`config.mk`:
```
export PLATFORM = sky130hd
export DESIGN_NAME = sprite_line_fetch_sched
export DESIGN_NICKNAME = d
export VERILOG_FILES = /design/src/rtl/sprite_line_fetch_sched.sv
export SDC_FILE = /design/constraint.sdc
export NUM_CORES = 1
export LEC_CHECK = 0
export ABC_AREA = 1
export BUFFER_PORTS_ARGS = -buffer_cell sky130_fd_sc_hd__buf_2
export CAP_MARGIN = 0
export CORE_ASPECT_RATIO = 0.5
export CORE_MARGIN = 5
export CORE_UTILIZATION = 53
export DETAILED_ROUTE_END_ITERATION = 10
export PLACE_DENSITY = 0.89
export SETUP_SLACK_MARGIN = 0.1
export SLEW_MARGIN = 20
export SYNTH_ARGS = -nofsm -noshare
export SYNTH_HDL_FRONTEND = slang
export SYNTH_SLANG_ARGS = --single-unit
```
`constraint.sdc`:
```
create_clock -name clk -period 3.44 [get_ports clk]
set_input_delay 0.172 -clock clk [delete_from_list [all_inputs] [get_ports clk]]
set_output_delay 0.172 -clock clk [all_outputs]
set_load 0.02 [all_outputs]
```
`src/rtl/sprite_line_fetch_sched.sv`:
```
// Per-scanline sprite scheduler: scans slots in priority order on line_start,
// fetches the pattern row of every vertically hit sprite into line registers.
module sprite_line_fetch_sched #(
    parameter int NUM_SPR = 4,
    parameter int SPR_H   = 12,
    parameter int SPR_W   = 12,
    parameter int COORD_W = 8
) (
    input  logic                       clk,
    input  logic                       rst,
    input  logic                       line_start,
    input  logic [COORD_W-1:0]         line_y,
    input  logic [NUM_SPR-1:0]         spr_en,
    input  logic [NUM_SPR*COORD_W-1:0] spr_y,
    output logic                       pat_req,
    output logic [1:0]                 pat_id,
    output logic [3:0]                 pat_row,
    input  logic                       pat_ack,
    input  logic [SPR_W-1:0]           pat_data,
    output logic [NUM_SPR-1:0]         row_valid,
    output logic [NUM_SPR*SPR_W-1:0]   row_data,
    output logic                       busy,
    output logic                       line_done,
    output logic                       overrun
);

    localparam int IW = (NUM_SPR > 1) ? $clog2(NUM_SPR) : 1;

    typedef enum logic [1:0] {IDLE, CHECK, FETCH, DONE} state_t;

    state_t                     state_q;
    logic [IW-1:0]              idx_q;
    logic [COORD_W-1:0]         ly_q;
    logic                       pat_req_q;
    logic [1:0]                 pat_id_q;
    logic [3:0]                 pat_row_q;
    logic [NUM_SPR-1:0]         row_valid_q;
    logic [NUM_SPR*SPR_W-1:0]   row_data_q;
    logic                       overrun_q;

    logic [COORD_W-1:0]         dy;
    logic                       hit;
    logic                       last;

    // Modulo subtraction makes sprites straddling the top of the frame wrap.
    always_comb begin
        dy   = ly_q - spr_y[int'(idx_q)*COORD_W +: COORD_W];
        hit  = spr_en[idx_q] && (dy < COORD_W'(SPR_H));
        last = (idx_q == IW'(NUM_SPR-1));
    end

    always_ff @(posedge clk or posedge rst) begin
        if (rst) begin
            state_q     <= IDLE;
            idx_q       <= '0;
            ly_q        <= '0;
            pat_req_q   <= 1'b0;
            pat_id_q    <= '0;
            pat_row_q   <= '0;
            row_valid_q <= '0;
            row_data_q  <= '0;
            overrun_q   <= 1'b0;
        end else begin
            overrun_q <= line_start && (state_q != IDLE);
            unique case (state_q)
                IDLE: begin
                    if (line_start) begin
                        ly_q        <= line_y;
                        idx_q       <= '0;
                        row_valid_q <= '0;
                        row_data_q  <= '0;
                        state_q     <= CHECK;
                    end
                end
                CHECK: begin
                    if (hit) begin
                        pat_req_q <= 1'b1;
                        pat_id_q  <= 2'(idx_q);
                        pat_row_q <= dy[3:0];
                        state_q   <= FETCH;
                    end else if (last) begin
                        state_q <= DONE;
                    end else begin
                        idx_q <= idx_q + 1'b1;
                    end
                end
                FETCH: begin
                    if (pat_ack) begin
                        row_data_q[int'(idx_q)*SPR_W +: SPR_W] <= pat_data;
                        row_valid_q[idx_q] <= 1'b1;
                        pat_req_q <= 1'b0;
                        if (last) begin
                            state_q <= DONE;
                        end else begin
                            idx_q   <= idx_q + 1'b1;
                            state_q <= CHECK;
                        end
                    end
                end
                DONE: state_q <= IDLE;
                default: state_q <= IDLE;
            endcase
        end
    end

    assign pat_req   = pat_req_q;
    assign pat_id    = pat_id_q;
    assign pat_row   = pat_row_q;
    assign row_valid = row_valid_q;
    assign row_data  = row_data_q;
    assign busy      = (state_q != IDLE);
    assign line_done = (state_q == DONE);
    assign overrun   = overrun_q;

endmodule

```
==> results.yml <==
timing:
  worst_pin_slew_ns: 0.817
  period_minus_slack_ns: 3.04
  worst_slack_ns: 0.404
  grt_setup_unrepaired: "false"
  setup_viol: 0
  hold_slack_ns: -0.0403
  timing.fmax_mhz: 329
  max_slew_margin: 0.455
  skew_ns: 0.00574
  timing.final.crit_share: 0.883
  setup-tns-final_ns: 0
  hold_viol_final: 46
  slew_viol_final: 0
clocking:
  clock-sinks: 72
  cts-buffers-inserted: 9
  cts-htree-levels: 3
  clockBufferDepth: 2
  root_buffer: "clkbuf_16"
  path_clk_slew_ns: 0.06
  post_cts_resized: 0
  cts_tree: "yes"
  ctsHoldBuffers: 0
  postCtsSetupBuffers: 0
  clk_latency_ns: 0.34
power:
  ir_drop_mv: 0.417
  pwr-share-clk: 0.193
  swShare: 0.493
  p_int_mw: 2.37
  total_leakage_power_nw: 2.74
  powerDensity_mw_per_mm2: 887
  power_switching_mw: 2.31
  power_frac_seq: 0.236
  combPwrFrac: 0.572
  p_total_mw: 4.69
layout:
  fill_cells: 667
  mostFrequentLayoutCells: "nand2_1, buf_2, dfrtp_1"
  fin_cells: 778
  drive_above_1_share: 0.264
  postLayoutCoreUtil: 0.663
  num-nets-final: 739
  syn2layout_area_growth_pct: 22.3
  antenna_cells: 0
  multi_input_area_mm2: 0.00210
  register_area_mm2: 0.00180
  layout_commonest_cell: "nand2_1"
  final_area_mm2: 0.00528
die:
  fp.dieW_um: 138
  die_h_um: 73.8
  io_pins: 122
  rows: 23
  initial_core_util: 0.542
  core_mm2: 0.00797
  die_area_mm2: 0.0102
routing:
  drc_errors: 0
  vias: 4317
  drtPass1Iterations: 5
  antenna_left: 0
  via_per_inst: 5.55
  drt_iter0_drc: 434
  routed_wl_mm: 12.4
  wire_per_inst_um: 15.9
critical_path:
  crit_arrival_ns: 3.28
  start_kind: "flip-flop"
  cpPeakStageDelay_ns: 0.58
  critical-path-top-delay-family: "simple AND/OR/NAND/NOR gates"
  crit_type: "reg2reg"
  cp_slowest_cell: "dfrtp_1"
  crit_fanout: 24
  cp-end-kind: "flip-flop"
  timing.critical_path.buf_inv: 2
  cp.required_ns: 3.68
  path_cells: "inv_4 -> o21ai_0 -> o22ai_1 -> ha_1 -> fa_1 -> inv_1 -> nand3_1 -> nand4_1 -> nand3_1 -> nor2_1 -> nand3_2 -> nand2_1 -> nand2_1 -> o21ai_0"
synth:
  synth_seq_cells: 72
  synth_area_mm2: 0.00432
  synthCells: 544
  synth_warnings: 0
  synth.area.top_cells: "dfrtp_1, nand2_1, inv_1"
  yosys.area.top_type_share: 0.417
  ys_async_sr_fraction: 1.00
  synth.distinct_cells: 48
  synth_flop_cell: "dfrtp_1"
  synth_enable_flop_cells: 0
  avgSynthCellArea_um2: 7.94
  ys_seq_area_frac: 0.417
  synth_area_leader_cell: "dfrtp_1"
  synth_nets: 622
global_routing:
  grt_usage: 0.251
  grt_antenna_before_repair: 0
  first_global_vias: 3955
  grt_pass1_wl_mm: 19.6
  grt-ovfl-total: 0
  grt_max_degree: 49
min_path:
  hold_path_class: "in2async"
status:
  outcome: "finished, violations left"
  violations: "negative hold slack"
place:
  placed_cells: 762
  dpl_cell_area_mm2: 0.00499
  hpwl_mm: 9.51
  gp_congestion: 0.980
  portBuffers: 121
  pre_cts_slack_ns: 0.366
job:
  cap_violations: 0
-- routing by layer --
layer	vias up	track usage	wire length, µm
li1	2081	-	-
met1	2007	0.328	5280
met2	199	0.415	5900
met3	30	0.0540	896
met4	0	0.0907	296
met5	-	0	0
-- power by group through the flow --
stage               combinational (mW)  clock, mW  sequential [mW]
floorplan                         1.98          0             1.19
finish                            2.68      0.903             1.10
global route                      2.97      0.956             1.12
CTS                               2.65      0.914             1.10
global placement                  2.59          0             1.11
detailed placement                2.63          0             1.11
-- synthesized netlist by cell type, types with 2 or more instances --
library cell  count
o21ai_1          16
o22ai_1          20
nor2_2            5
buf_1             2
mux2i_1           2
o32ai_1           6
or2_1             3
buf_2             8
a21oi_1          29
inv_1            65
nand2_2           2
a32o_1            5
nand3_1          37
inv_2             2
nor3_1            7
clkinv_1          2
o2111ai_1         2
o21ai_0          32
nor2_1           22
or2_2             2
buf_4             5
clkbuf_1          5
nor4_1            2
a31oi_1           8
ha_1             17
buf_6             3
nand2_1         126
mux2_2            5
o22a_1            3
a22o_1            2
nand4_1           3
o21ai_2           7
nand3b_1          3
dfrtp_1          72
-- cells by family after synthesis --
kind of cell    Yosys count  share of synthesized area
compound gates          135                      0.194
xor+xnor                  1                    0.00203
simple gates            216                      0.220
buf+inv                  95                     0.0962
flops                    72                      0.417
fa+ha+maj                18                     0.0539
mux                       7                     0.0177
-- state kept, by name (all words and copies together) (netlist names) --
register	flops
row_data	48
ly_q	8
pat_row	4
row_valid	4
idx_q	2
pat_id	2
state_q	2
overrun	1
pat_req	1
-- cell type report --
class                   count  share of cell area
clock buffers               9              0.0426
repair buffers            130               0.128
well taps                 112              0.0265
inverters                  71              0.0523
flip-flops and latches     72               0.341
multi-input cells         377               0.398
clock inverters             7              0.0114
-- worst paths after layout --
| path | cells after the start | endpoint | slack, ns | from |
|---|---|---|---|---|
| max | 14 | idx_q[0] | 0.40 | idx_q[0] |
| min | 2 | row_data[7] | -0.04 | rst |
| max reg2reg | 14 | idx_q[0] | 0.40 | idx_q[0] |
| min reg2reg | 2 | row_data[15] | 0.49 | row_data[15] |
| max in group asynchronous | 3 | row_valid[0] | 2.78 | rst |
| min in group clk | 3 | overrun | 0.06 | line_start |
Power figures use the tool's default switching activity.
